**config.mk**
```make
export PLATFORM = sky130hd
export DESIGN_NAME = vga_pixel_arbiter_flat
export DESIGN_NICKNAME = d
export VERILOG_FILES = /design/src/rtl/vga_pixel_arbiter_if.sv /design/src/rtl/vga_pixel_arbiter.sv /design/src/flat_wrapper.sv
export SDC_FILE = /design/constraint.sdc
export NUM_CORES = 1
export LEC_CHECK = 0
export ABC_AREA = 0
export BUFFER_PORTS_ARGS = -buffer_cell sky130_fd_sc_hd__buf_4
export CORE_ASPECT_RATIO = 2
export CORE_MARGIN = 2
export CORE_UTILIZATION = 43
export CTS_CLUSTER_DIAMETER = 150
export DETAILED_ROUTE_END_ITERATION = 12
export GPL_ROUTABILITY_DRIVEN = 0
export PLACE_DENSITY = 0.91
export RECOVER_POWER = 100
export SLEW_MARGIN = 5
export SYNTH_ARGS = -nofsm -noshare
export SYNTH_HDL_FRONTEND = slang
export SYNTH_SLANG_ARGS = --single-unit
```
**constraint.sdc**
```tcl
create_clock -name CLOCK_50 -period 2.6 [get_ports CLOCK_50]
set_clock_uncertainty 0.05 [all_clocks]
set_input_delay 0.26 -clock CLOCK_50 [delete_from_list [all_inputs] [get_ports CLOCK_50]]
set_output_delay 0.26 -clock CLOCK_50 [all_outputs]
set_load 0.03 [all_outputs]
```
**src/rtl/vga_pixel_arbiter_if.sv**
```systemverilog
// Pixel-source and vga_adapter-side signals of the vga_pixel_arbiter.
// slave = arbiter side, master = requester/adapter side.
interface vga_pixel_arbiter_if;
  logic       r0_valid, r1_valid, r2_valid;
  logic [8:0] r0_x, r1_x, r2_x;
  logic [7:0] r0_y, r1_y, r2_y;
  logic [8:0] r0_color, r1_color, r2_color;
  logic       r0_lock, r1_lock, r2_lock;
  logic       r0_ready, r1_ready, r2_ready;

  logic [8:0]  vga_x;
  logic [7:0]  vga_y;
  logic [8:0]  vga_color;
  logic        vga_write;
  logic [1:0]  owner;
  logic [15:0] clip_count;

  modport slave (
    input  r0_valid, r1_valid, r2_valid,
    input  r0_x, r1_x, r2_x,
    input  r0_y, r1_y, r2_y,
    input  r0_color, r1_color, r2_color,
    input  r0_lock, r1_lock, r2_lock,
    output r0_ready, r1_ready, r2_ready,
    output vga_x, vga_y, vga_color, vga_write, owner, clip_count
  );

  modport master (
    output r0_valid, r1_valid, r2_valid,
    output r0_x, r1_x, r2_x,
    output r0_y, r1_y, r2_y,
    output r0_color, r1_color, r2_color,
    output r0_lock, r1_lock, r2_lock,
    input  r0_ready, r1_ready, r2_ready,
    input  vga_x, vga_y, vga_color, vga_write, owner, clip_count
  );
endinterface

```
**src/rtl/vga_pixel_arbiter.sv**
```systemverilog
// Shares the vga_adapter pixel-write port among three sources with lockable bursts.
// Define VGA_PIXEL_ARBITER_CLIP_EN to drop and count off-screen pixels.
//
// state     | meaning
// ST_ARB    | no owner (owner = 3); round-robin or fixed-priority grant
// ST_LOCKED | owner_q holds the port; only that requester can be granted
module vga_pixel_arbiter #(
  parameter int unsigned SCREEN_WIDTH  = 320,
  parameter int unsigned SCREEN_HEIGHT = 240,
  parameter bit          ROUND_ROBIN   = 1'b1
) (
  input  logic                 CLOCK_50,
  input  logic                 reset_n,
  vga_pixel_arbiter_if.slave   pix
);

`ifdef VGA_PIXEL_ARBITER_CLIP_EN
  localparam bit CLIP_EN = 1'b1;
`else
  localparam bit CLIP_EN = 1'b0;
`endif

  typedef enum logic [0:0] {ST_ARB, ST_LOCKED} state_t;

  state_t      state_q, state_d;
  logic [1:0]  owner_q, owner_d;
  logic [1:0]  ptr_q, ptr_d;
  logic [8:0]  vga_x_q, vga_x_d;
  logic [7:0]  vga_y_q, vga_y_d;
  logic [8:0]  vga_color_q, vga_color_d;
  logic        vga_write_q, vga_write_d;
  logic [15:0] clip_count_q, clip_count_d;

  logic [2:0]  valid, lock, ready;
  logic [8:0]  x_in     [3];
  logic [7:0]  y_in     [3];
  logic [8:0]  color_in [3];

  logic        gnt;
  logic [1:0]  gnt_idx;
  logic [1:0]  cand;
  logic [8:0]  sel_x, sel_color;
  logic [7:0]  sel_y;
  logic        sel_lock;
  logic        clipped;

  assign valid       = {pix.r2_valid, pix.r1_valid, pix.r0_valid};
  assign lock        = {pix.r2_lock, pix.r1_lock, pix.r0_lock};
  assign x_in[0]     = pix.r0_x;
  assign x_in[1]     = pix.r1_x;
  assign x_in[2]     = pix.r2_x;
  assign y_in[0]     = pix.r0_y;
  assign y_in[1]     = pix.r1_y;
  assign y_in[2]     = pix.r2_y;
  assign color_in[0] = pix.r0_color;
  assign color_in[1] = pix.r1_color;
  assign color_in[2] = pix.r2_color;

  function automatic logic [1:0] inc3(input logic [1:0] v);
    return (v == 2'd2) ? 2'd0 : v + 2'd1;
  endfunction

  // Grant depends only on valid, state/owner and pointer, never on ready.
  always_comb begin
    gnt     = 1'b0;
    gnt_idx = 2'd0;
    cand    = ptr_q;
    ready   = 3'b000;
    if (reset_n) begin
      if (state_q == ST_LOCKED) begin
        gnt     = valid[owner_q];
        gnt_idx = owner_q;
      end else if (ROUND_ROBIN) begin
        for (int i = 0; i < 3; i++) begin
          if (!gnt && valid[cand]) begin
            gnt     = 1'b1;
            gnt_idx = cand;
          end
          cand = inc3(cand);
        end
      end else begin
        for (int i = 0; i < 3; i++) begin
          if (!gnt && valid[i]) begin
            gnt     = 1'b1;
            gnt_idx = 2'(i);
          end
        end
      end
      if (gnt) ready[gnt_idx] = 1'b1;
    end
  end

  assign sel_x     = x_in[gnt_idx];
  assign sel_y     = y_in[gnt_idx];
  assign sel_color = color_in[gnt_idx];
  assign sel_lock  = lock[gnt_idx];
  assign clipped   = CLIP_EN && ((32'(sel_x) >= SCREEN_WIDTH) || (32'(sel_y) >= SCREEN_HEIGHT));

  always_comb begin
    state_d      = state_q;
    owner_d      = owner_q;
    ptr_d        = ptr_q;
    vga_x_d      = vga_x_q;
    vga_y_d      = vga_y_q;
    vga_color_d  = vga_color_q;
    vga_write_d  = 1'b0;
    clip_count_d = clip_count_q;
    if (gnt) begin
      // Clipped pixels still move the lock/pointer; they just never reach the adapter.
      if (sel_lock) begin
        state_d = ST_LOCKED;
        owner_d = gnt_idx;
      end else begin
        state_d = ST_ARB;
        owner_d = 2'd3;
      end
      ptr_d = inc3(gnt_idx);
      if (clipped) begin
        if (clip_count_q != 16'hFFFF) clip_count_d = clip_count_q + 16'd1;
      end else begin
        vga_write_d = 1'b1;
        vga_x_d     = sel_x;
        vga_y_d     = sel_y;
        vga_color_d = sel_color;
      end
    end
  end

  always_ff @(posedge CLOCK_50) begin
    if (!reset_n) begin
      state_q      <= ST_ARB;
      owner_q      <= 2'd3;
      ptr_q        <= 2'd0;
      vga_x_q      <= 9'd0;
      vga_y_q      <= 8'd0;
      vga_color_q  <= 9'd0;
      vga_write_q  <= 1'b0;
      clip_count_q <= 16'd0;
    end else begin
      state_q      <= state_d;
      owner_q      <= owner_d;
      ptr_q        <= ptr_d;
      vga_x_q      <= vga_x_d;
      vga_y_q      <= vga_y_d;
      vga_color_q  <= vga_color_d;
      vga_write_q  <= vga_write_d;
      clip_count_q <= clip_count_d;
    end
  end

  assign pix.r0_ready   = ready[0];
  assign pix.r1_ready   = ready[1];
  assign pix.r2_ready   = ready[2];
  assign pix.vga_x      = vga_x_q;
  assign pix.vga_y      = vga_y_q;
  assign pix.vga_color  = vga_color_q;
  assign pix.vga_write  = vga_write_q;
  assign pix.owner      = owner_q;
  assign pix.clip_count = clip_count_q;

endmodule

```
**src/flat_wrapper.sv**
```systemverilog
// flat-port wrapper written by rule: the top's interface ports become plain ports
module vga_pixel_arbiter_flat 
#(
  parameter int unsigned SCREEN_WIDTH  = 320,
  parameter int unsigned SCREEN_HEIGHT = 240,
  parameter bit          ROUND_ROBIN   = 1'b1
)
  (CLOCK_50, reset_n, pix_r0_valid, pix_r1_valid, pix_r2_valid, pix_r0_x, pix_r1_x, pix_r2_x, pix_r0_y, pix_r1_y, pix_r2_y, pix_r0_color, pix_r1_color, pix_r2_color, pix_r0_lock, pix_r1_lock, pix_r2_lock, pix_r0_ready, pix_r1_ready, pix_r2_ready, pix_vga_x, pix_vga_y, pix_vga_color, pix_vga_write, pix_owner, pix_clip_count);
  vga_pixel_arbiter_if pix_i ();
  input  logic CLOCK_50;
  input  logic reset_n;
  input wire logic [$bits(pix_i.r0_valid)-1:0] pix_r0_valid;
  input wire logic [$bits(pix_i.r1_valid)-1:0] pix_r1_valid;
  input wire logic [$bits(pix_i.r2_valid)-1:0] pix_r2_valid;
  input wire logic [$bits(pix_i.r0_x)-1:0] pix_r0_x;
  input wire logic [$bits(pix_i.r1_x)-1:0] pix_r1_x;
  input wire logic [$bits(pix_i.r2_x)-1:0] pix_r2_x;
  input wire logic [$bits(pix_i.r0_y)-1:0] pix_r0_y;
  input wire logic [$bits(pix_i.r1_y)-1:0] pix_r1_y;
  input wire logic [$bits(pix_i.r2_y)-1:0] pix_r2_y;
  input wire logic [$bits(pix_i.r0_color)-1:0] pix_r0_color;
  input wire logic [$bits(pix_i.r1_color)-1:0] pix_r1_color;
  input wire logic [$bits(pix_i.r2_color)-1:0] pix_r2_color;
  input wire logic [$bits(pix_i.r0_lock)-1:0] pix_r0_lock;
  input wire logic [$bits(pix_i.r1_lock)-1:0] pix_r1_lock;
  input wire logic [$bits(pix_i.r2_lock)-1:0] pix_r2_lock;
  output wire logic [$bits(pix_i.r0_ready)-1:0] pix_r0_ready;
  output wire logic [$bits(pix_i.r1_ready)-1:0] pix_r1_ready;
  output wire logic [$bits(pix_i.r2_ready)-1:0] pix_r2_ready;
  output wire logic [$bits(pix_i.vga_x)-1:0] pix_vga_x;
  output wire logic [$bits(pix_i.vga_y)-1:0] pix_vga_y;
  output wire logic [$bits(pix_i.vga_color)-1:0] pix_vga_color;
  output wire logic [$bits(pix_i.vga_write)-1:0] pix_vga_write;
  output wire logic [$bits(pix_i.owner)-1:0] pix_owner;
  output wire logic [$bits(pix_i.clip_count)-1:0] pix_clip_count;
  assign pix_i.r0_valid = pix_r0_valid;
  assign pix_i.r1_valid = pix_r1_valid;
  assign pix_i.r2_valid = pix_r2_valid;
  assign pix_i.r0_x = pix_r0_x;
  assign pix_i.r1_x = pix_r1_x;
  assign pix_i.r2_x = pix_r2_x;
  assign pix_i.r0_y = pix_r0_y;
  assign pix_i.r1_y = pix_r1_y;
  assign pix_i.r2_y = pix_r2_y;
  assign pix_i.r0_color = pix_r0_color;
  assign pix_i.r1_color = pix_r1_color;
  assign pix_i.r2_color = pix_r2_color;
  assign pix_i.r0_lock = pix_r0_lock;
  assign pix_i.r1_lock = pix_r1_lock;
  assign pix_i.r2_lock = pix_r2_lock;
  assign pix_r0_ready = pix_i.r0_ready;
  assign pix_r1_ready = pix_i.r1_ready;
  assign pix_r2_ready = pix_i.r2_ready;
  assign pix_vga_x = pix_i.vga_x;
  assign pix_vga_y = pix_i.vga_y;
  assign pix_vga_color = pix_i.vga_color;
  assign pix_vga_write = pix_i.vga_write;
  assign pix_owner = pix_i.owner;
  assign pix_clip_count = pix_i.clip_count;
  vga_pixel_arbiter #(.SCREEN_WIDTH(SCREEN_WIDTH), .SCREEN_HEIGHT(SCREEN_HEIGHT), .ROUND_ROBIN(ROUND_ROBIN)) u_core (.CLOCK_50(CLOCK_50), .reset_n(reset_n), .pix(pix_i));
endmodule
```
==> metrics.md, run 1 <==
| Metric | Value |
|---|---|
| Max-Cap Viols | 0 |
| Ratio of cells with drive above 1 in the final layout | 35.12% |
| GRT Resource Usage Total | 23.70% |
| Clk pwr share | 14.7% |
| Power Density | 1206 nW/µm² |
| Total number of H-tree levels | 2 |
| Final period util | 92.14% |
| Pin count of the biggest net entering global routing | 33 |
| DR vias/cell | 5.430 |
| Distinct cells, synth | 32 |
| Die area | 4709 µm² |
| CP required | 2290 ps |
| CP Cell Sequence | nor4b_1 > a211oi_4 > buf_4 > and2_1 > clkbuf_2 |
| Clk buf depth | 2 |
| RSZ-0062 raised after global routing | no |
| Setup TNS | 0 ps |
| First-pass GRT wire length | 8.625 mm |
| Commonest non-fill, non-tap cell in the layout | buf_4 |
| P_sw | 1525 µW |
| Antenna diodes | 0 |
| Max-slew violation count | 0 |
| Wire per inst | 15.91 µm |
| Status | completed |
| Setup Viol. Count Final | 0 |
| Fin. Hold Viols | 0 |
| Critical path class | flop to primary output |
| Initial cell density of the core | 44.06% |
| Worst Path Arrival | 2090 ps |
| Maximum vdd ir drop | 0.7285 mV |
| Synth warnings | 0 |
| Hold Path Class | input port to flop |
| CTS tree | done |
| Vias in the first global route | 1937 |
| Leak | 0.001225 µW |
| Most frequent cells in the layout | 87 x buf_4, 33 x clkbuf_1, 32 x dfxtp_1 |
| Grt ovf | 0 |
| CP Capture Type | primary output |
| Area of the multi-input gates | 963.4 µm² |
| Boundary Pins | 134 |
| Total Power | 3146 µW |
| Worst skew pair latency | 280 ps |
| Rel. slew slack | 52.50% |
| CP Max Fanout | 25 |
| Fin util | 64.47% |
| Initial antenna violation count | 0 |
| Fin crit period | 2396 ps |
| Clock tree sinks | 32 |
| Worst Hold Launch | pix_r1_y[5] |
| Core Footprint | 4046 µm² |
| Switch share | 48.47% |
| DPL Wire Length | 4.397 mm |
| Max frequency | 0.4174 GHz |
| Register area share after synthesis | 35.93% |
| Yosys reg bits | 32 |
| Total Wirelength | 5.583 mm |
| TritonCTS Buffers | 5 |
| Chip Height | 95.07 µm |
| DRT Pass-1 Iters | 4 |
| Worst-Margin Slew | 702.6 ps |
| Clock slew at reported path FFs | 70 ps |
| Worst path max stage delay | 650 ps |
| CP max-delay cell | nor4b_1 |
| Syn avg cell area | 9.743 µm² |
| Cells after Synth | 183 |
| Startpoint Class | flop |
| Reg2reg start | u_core.ptr_q[1] |
| # DRC | 0 |
| Vias | 1906 |
| Overall die width | 49.53 µm |
| Number of core rows | 33 |
| Antenna Violating Nets Remaining | 0 |
| Critical path launch point | u_core.state_q |
| P&R area growth vs syn | 46.32% |
| Area of all sequential standard cells | 640.6 µm² |
| Initial drt markers | 39 |
| Hold Buf Count CTS | 0 |
| CTS root buffer | clkbuf_8 |
| Sequential Power Share | 28.5% |
| Combinational share of power | 56.8% |
| Final #Nets | 384 |
| Layout fillers | 373 |
| P_int | 1621 µW |
| Netlist Area Pre-Place | 1783 µm² |
| I/O Buffers | 117 |
what timing repair did:
item | 4_1_cts | 5_1_grt
resized for setup | 0 | 1
endpoints found under the hold margin | 0 | 0
buffers inserted | 0 | 0
endpoints found under the setup margin | 0 | 1
Yosys cell counts:
cell	count	area, µm²
buf_6	7	78.83
buf_4	18	135.1
nand3b_1	2	15.01
and3_1	2	12.51
a31oi_1	1	6.260
a21oi_1	1	5.000
nor4bb_1	1	10.01
mux2_2	1	11.26
a2111o_1	1	11.26
o211ai_1	2	15.01
mux2i_1	28	280.3
dfxtp_1	32	640.6
o21ai_0	3	15.01
o32a_1	1	10.01
nand2b_1	1	6.260
a21oi_2	1	8.760
a22o_1	1	8.760
inv_1	1	3.750
o311a_1	1	10.01
and2_1	4	25.02
nor2b_1	1	6.260
o21ai_1	26	130.1
nor4b_1	1	8.760
nor3_1	1	5.000
a211oi_2	1	12.51
buf_2	6	30.03
conb_1	1	3.750
nand2b_2	1	8.760
nor2_1	4	15.01
a32oi_1	26	227.7
nand2_1	5	18.77
nor3b_1	1	7.510
final timing paths:
path         depth (start not counted)  slack (ps)                   to
max reg2reg                          6         410  u_core.pix.vga_y[3]
min reg2reg                          2         420  u_core.pix.vga_y[5]
min                                  3         170  u_core.pix.vga_y[5]
max                                  5         200         pix_r0_ready
critical path: cells and delay by family (launching register included):
kind	cells	cell delay [ps]
DFF	1	370
AOI/OAI and AO/OA	1	120
buffers and inverters	2	460
and+or+nand+nor	2	860
logic make-up (layout without fill, tap and decap cells):
group                  Yosys count  in the layout  share of synthesized area [%]
AO/OA/AOI/OAI                   65             65                          25.82
flip-flops                      32             32                          35.93
buffers and inverters           32            133                          13.89
multiplexers                    29             29                          16.35
AND/OR/NAND/NOR                 24             24                          7.789
other                            1             16                         0.2103
per-stage QoR:
stage / worst slack (ps) / area, µm² / hold slack, ps / std cells
after floorplan: 337.5 / 1839 / 341.2 / 198
after global placement: 509.7 / 2628 / 404.5 / 343
after detailed placement: 455.8 / 2628 / 411.5 / 343
after CTS: 135.6 / 2735 / 167.9 / 351
after global routing: 106.9 / 2609 / 169.8 / 351
final: 204.3 / 2609 / 165.8 / 351
routing by layer:
metal,track usage (%),up-vias,part of all wire [%]
met4,15.28,0,4.7
met1,21.62,882,33
li1,-,904,-
met3,3.605,20,4.8
met5,0,-,0
met2,46.56,100,58
power by group through the flow:
stage	registers, µW	clock network, µW	logic, µW
2_1_floorplan	1330	0	932
4_1_cts	899	471	2040
5_1_grt	931	492	1910
6_report	897	463	1790
3_5_place_dp	904	0	2030
3_3_place_gp	895	0	1990
state kept, by name (all words and copies together), names as in the netlist:
register              count
u_core.pix.vga_y          8
u_core.pix.vga_write      1
u_core.state_q            1
u_core.pix.vga_x          9
u_core.pix.vga_color      9
u_core.pix.owner          2
u_core.ptr_q              2
area by class of cell:
class / instances / share of cell area (%)
inverters: 1 / 0.1439
clock inverters: 2 / 1.343
multi-input cells: 134 / 36.93
flip-flops and latches: 32 / 24.56
repair buffers: 124 / 31.75
well taps: 52 / 2.494
clock buffers: 6 / 2.782
No activity file was read; power rests on OpenSTA's default activity.
==> run 2: changes to the inputs <==
BUFFER_PORTS_ARGS = -buffer_cell sky130_fd_sc_hd__buf_2   (was -buffer_cell sky130_fd_sc_hd__buf_4)
==> metrics.md, run 2 (synthesis results as in run 1) <==
| Metric | Value |
|---|---|
| Hold Path Class | input port to flop |
| Dpl cells | 344 (+0.29%) |
| Max-slew violation count | 0 (unchanged) |
| Clk buf depth | 2 (unchanged) |
| CP max-delay cell | a2111o_1 |
| Leak | 0.001141 µW (-6.9%) |
| Clock tree sinks | 32 (unchanged) |
| Met3 wire length | 313 µm (+16%) |
| Worst Path Arrival | 2100 ps (about the same) |
| Initial antenna violation count | 0 (unchanged) |
| Final period util | 92.88% (+0.73 points) |
| Worst skew pair latency | 270 ps (about the same) |
| Startpoint Class | flop |
| Clock slew at reported path FFs | 60 ps (about the same) |
| # DRC | 0 (unchanged) |
| Worst-Margin Slew | 756.9 ps (+54.28 ps) |
| Status | completed |
| GRT Resource Usage Total | 21.51% (-2.2 points) |
| Max-Cap Viols | 0 (unchanged) |
| Initial cell density of the core | 44.06% (unchanged) |
| DPL Wire Length | 4.001 mm (-9.0%) |
| CP required | 2290 ps (about the same) |
| Total Wirelength | 5.099 mm (-8.7%) |
| Setup Viol. Count Final | 0 (unchanged) |
| CP Cell Sequence | nand2_1 > a2111o_1 > and3_1 > nand2b_1 > nor2_1 > clkbuf_2 |
| Pin count of the biggest net entering global routing | 34 (+3.0%) |
| CP Capture Type | primary output |
| Max frequency | 0.4141 GHz (-0.79%) |
| Vias | 1869 (-1.9%) |
| Chip Height | 95.07 µm (unchanged) |
| Post-CTS setup buffer count | 0 (unchanged) |
| Post-CTS sizing | 0 (unchanged) |
| Overall die width | 49.53 µm (unchanged) |
| CTS root buffer | clkbuf_8 |
| Worst path max stage delay | 440 ps (-210 ps) |
| Critical path class | flop to primary output |
| Die area | 4709 µm² (unchanged) |
| DR vias/cell | 5.325 (-1.9%) |
| Met2 WL | 2.908 mm (-9.7%) |
| Final #Nets | 385 (+0.26%) |
| Hold Buf Count CTS | 0 (unchanged) |
| Total number of H-tree levels | 2 (unchanged) |
| Rel. slew slack | 49.54% (-3.0 points) |
| DRT Pass-1 Iters | 4 (unchanged) |
| Power Density | 1261 nW/µm² (+4.6%) |
| Fin crit period | 2415 ps (+19.11 ps) |
| Boundary Pins | 134 (unchanged) |
| Vias in the first global route | 1868 (-3.6%) |
| Core Footprint | 4046 µm² (unchanged) |
| First-pass GRT wire length | 7.838 mm (-9.1%) |
| Layout fillers | 394 (+5.6%) |
| Fin. Hold Viols | 0 (unchanged) |
| P&R area growth vs syn | 32.00% |
| CP Max Fanout | 13 (-48%) |
| Layout Cells excl Fill | 351 (unchanged) |
| Most frequent cells in the layout | 85 x buf_2, 33 x clkbuf_1, 32 x dfxtp_1 |
| DRT met1 WL | 1.796 mm (-1.7%) |
| Ratio of cells with drive above 1 in the final layout | 34.11% (-1.0 points) |
| Maximum vdd ir drop | 0.7941 mV (+9.0%) |
| Setup TNS | 0 ps (unchanged) |
| CTS tree | done |
| Grt ovf | 0 (unchanged) |
| TritonCTS Buffers | 5 (unchanged) |
| Number of core rows | 33 (unchanged) |
| Uppermost layer routed | met4 |
| Commonest non-fill, non-tap cell in the layout | buf_2 |
| Antenna diodes | 0 (unchanged) |
| Initial drt markers | 21 (-46%) |
| Wire per inst | 14.53 µm (-8.7%) |
| I/O Buffers | 117 (unchanged) |
| RSZ-0062 raised after global routing | no |
| Antenna Violating Nets Remaining | 0 (unchanged) |
run 2: where the power goes:
group / total [µW] / switching (µW) / internal, µW
Combinational: 1730 / 1170 / 554
Sequential: 892 / 152 / 740
Clock: 348 / 167 / 182
Total: 2970 / 1490 / 1480
run 2: path summary, 6_finish.rpt:
path                       start                       to  slack [ps]  cells past startpoint
min                  pix_r1_x[5]      u_core.pix.vga_x[5]         170                      3
max              u_core.ptr_q[1]             pix_r2_ready         190                      6
max reg2reg      u_core.ptr_q[1]  u_core.pix.vga_color[1]         250                      6
min reg2reg  u_core.pix.vga_y[1]      u_core.pix.vga_y[1]         420                      2
run 2: through the flow:
step	setup slack, ps	hold WS [ps]	area [µm²]	util (%)	power [µW]
CTS	290.2	168.3	2407	59.49	3092
global route	48.98	163.8	2354	58.16	3155
global placement	657.5	396.2	2330	57.58	2684
finish	185.2	173.2	2354	58.16	2968
floorplan	337.5	341.2	1839	-	2260
detailed placement	606.7	405.0	2330	57.58	2733
run 2: final cells by class:
type | instances | area [µm²] | share of cell area (%)
timing repair buffer | 125 | 610.6 | 25.94
clock buffer | 6 | 72.57 | 3.083
sequential | 32 | 640.6 | 27.22
multi-input combinational | 134 | 955.9 | 40.62
inverter | 1 | 3.754 | 0.1595
clock inverter | 1 | 5.005 | 0.2127
tap | 52 | 65.06 | 2.764
run 2: routing by layer:
layer	global-route usage, %	vias to the layer above
li1	-	899
met1	20.22	860
met2	41.56	102
met3	4.075	8
met4	12.73	0
met5	0	-
run 2: worst max-delay path: cells and delay by family, from the launching register on:
| kind | cells | cell delay [ps] |
|---|---|---|
| AOI/OAI and AO/OA | 1 | 440 |
| buffers and inverters | 1 | 200 |
| DFF | 1 | 400 |
| and+or+nand+nor | 4 | 790 |
==> run 3: changes to the inputs <==
CELL_PAD_IN_SITES_DETAIL_PLACEMENT = 1   (was not set)
CELL_PAD_IN_SITES_GLOBAL_PLACEMENT = 2   (was not set)
CORE_UTILIZATION = 23   (was 43)
PLACE_DENSITY = 0.92   (was 0.91)
==> metrics.md, run 3 (synthesis results as in run 1) <==
| Metric | Value |
|---|---|
| Clk buf depth | 2 (unchanged) |
| R2R depth | 5 (-1) |
| Die area | 8515 µm² (+81%) |
| First-pass GRT wire length | 9.908 mm (+26%) |
| CP required | 2290 ps (about the same) |
| Rel. slew slack | 41.68% (-7.9 points) |
| P&R area growth vs syn | 40.84% |
| Fin. Hold Viols | 0 (unchanged) |
| Setup TNS | 0 ps (unchanged) |
| Initial drt markers | 55 (+160%) |
| Total Wirelength | 6.534 mm (+28%) |
| Layout Cells excl Fill | 395 (+13%) |
| Ratio of cells with drive above 1 in the final layout | 36.33% (+2.2 points) |
| Initial cell density of the core | 23.63% (-20 points) |
| Critical path class | flop to primary output |
| CP Capture Type | primary output |
| GRT Resource Usage Total | 15.30% (-6.2 points) |
| Power Density | 1343 nW/µm² (+6.5%) |
| Pin count of the biggest net entering global routing | 23 (-32%) |
| Startpoint Class | flop |
| Setup Viol. Count Final | 0 (unchanged) |
| RSZ-0062 raised after global routing | no |
| Vias | 1891 (+1.2%) |
| Hold depth | 3 (unchanged) |
| DRT Pass-1 Iters | 4 (unchanged) |
| Grt ovf | 0 (unchanged) |
| Final Worst Setup Slack | 206.1 ps (+20.98 ps) |
| Dpl cells | 386 (+12%) |
| Commonest non-fill, non-tap cell in the layout | buf_2 |
| TritonCTS Buffers | 5 (unchanged) |
| Maximum vdd ir drop | 0.5683 mV (-28%) |
| Boundary Pins | 134 (unchanged) |
| Worst skew pair latency | 270 ps (about the same) |
| Final #Nets | 385 (unchanged) |
| Worst-Margin Slew | 872.0 ps (+115.1 ps) |
| DP Area | 2370 µm² (+1.7%) |
| Wire per inst | 16.54 µm (+14%) |
| Total number of H-tree levels | 2 (unchanged) |
| Antenna Violating Nets Remaining | 0 (unchanged) |
| DPL Wire Length | 5.169 mm (+29%) |
| Most frequent cells in the layout | 86 x buf_2, 32 x dfxtp_1, 30 x clkbuf_1 |
| Vias in the first global route | 1967 (+5.3%) |
| Area of all sequential standard cells | 640.6 µm² (unchanged) |
| # DRC | 0 (unchanged) |
| CTS tree | done |
| Initial antenna violation count | 1 (+1) |
| Core Footprint | 7545 µm² (+86%) |
| Max-slew violation count | 0 (unchanged) |
| I/O Buffers | 117 (unchanged) |
| Clock tree sinks | 32 (unchanged) |
| Status | completed |
| Dpl ws | 336.1 ps (-270.6 ps) |
| Area of the multi-input gates | 963.4 µm² (+0.79%) |
| CTS root buffer | clkbuf_16 |
| Hold Path Class | input port to flop |
| Final period util | 92.07% (-0.81 points) |
| CP Max Fanout | 13 (unchanged) |
| Layout fillers | 960 (+140%) |
| Hold Buf Count CTS | 0 (unchanged) |
| Worst Path Arrival | 2080 ps (-20 ps) |
| Clock slew at reported path FFs | 50 ps (about the same) |
| Post-route cell area | 2511 µm² (+6.7%) |
| Max frequency | 0.4177 GHz (+0.88%) |
| Leak | 0.001192 µW (+4.5%) |
| Max-Cap Viols | 0 (unchanged) |
| Chip Height | 128.5 µm (+35%) |
| DR vias/cell | 4.787 (-10%) |
| Overall die width | 66.26 µm (+34%) |
| Number of core rows | 45 (+36%) |
| Fin crit period | 2394 ps (-20.98 ps) |
## run 3: cell count changes in the layout (fill, tap and decap cells not counted), sizes merged
cell	change
clkinv	-1
diode	+1
buf	+1
bufinv	+1
## run 3: per-layer routing
layer | routed length [µm] | part of all wire (%) | vias up | GRT usage [%]
met5 | 0 | 0 | - | 0
met1 | 2199 | 34 | 903 | 14.65
met4 | 176 | 2.7 | 0 | 6.723
li1 | - | - | 905 | -
met2 | 3885 | 59 | 73 | 30.71
met3 | 273 | 4.2 | 10 | 1.836
## run 3: through the flow
| step | power, µW | util [%] | hold slack [ps] |
|---|---|---|---|
| final | 3373 | 33.28 | 175.5 |
| after global routing | 3588 | 33.28 | 184.8 |
| after CTS | 3520 | 33.83 | 176.8 |
| after detailed placement | 2799 | 31.41 | 406.5 |
| after global placement | 2761 | 31.41 | 398.2 |
| after floorplan | 2260 | - | 341.2 |
## run 3: final cells by class
type	instances	area share (%)
Antenna cell	1	0.09965
Clock inverter	1	1.196
Timing Repair Buffer	125	23.92
Sequential cell	32	25.51
Multi-Input combinational cell	134	38.37
Clock buffer	7	6.079
Tap cell	94	4.684
Inverter	1	0.1495
## run 3: worst paths after layout
| check | start | endpoint | slack [ps] |
|---|---|---|---|
| max | u_core.ptr_q[1] | pix_r0_ready | 210 |
| min | pix_r1_color[6] | u_core.pix.vga_color[6] | 180 |
| min reg2reg | u_core.pix.vga_color[5] | u_core.pix.vga_color[5] | 420 |
| max reg2reg | u_core.ptr_q[0] | u_core.pix.vga_color[4] | 270 |
## run 3: what timing repair did
item | in CTS | in global routing
gates resized for setup | 0 | 1
setup buffers | 0 | 0
endpoints found under the setup margin | 0 | 1
## run 3: where the power goes
group	switching, µW	internal, µW	total (µW)
clock	205	504	709
sequential	157	740	897
combinational	1230	539	1770
total	1590	1780	3370
## run 3: critical path, stage by stage (launching register included)
cell and delay (ps):
dfxtp_1 430, nand2_1 90, a2111o_1 460, and3_2 330, nor2b_1 190, and2_1 130
clkbuf_2 180
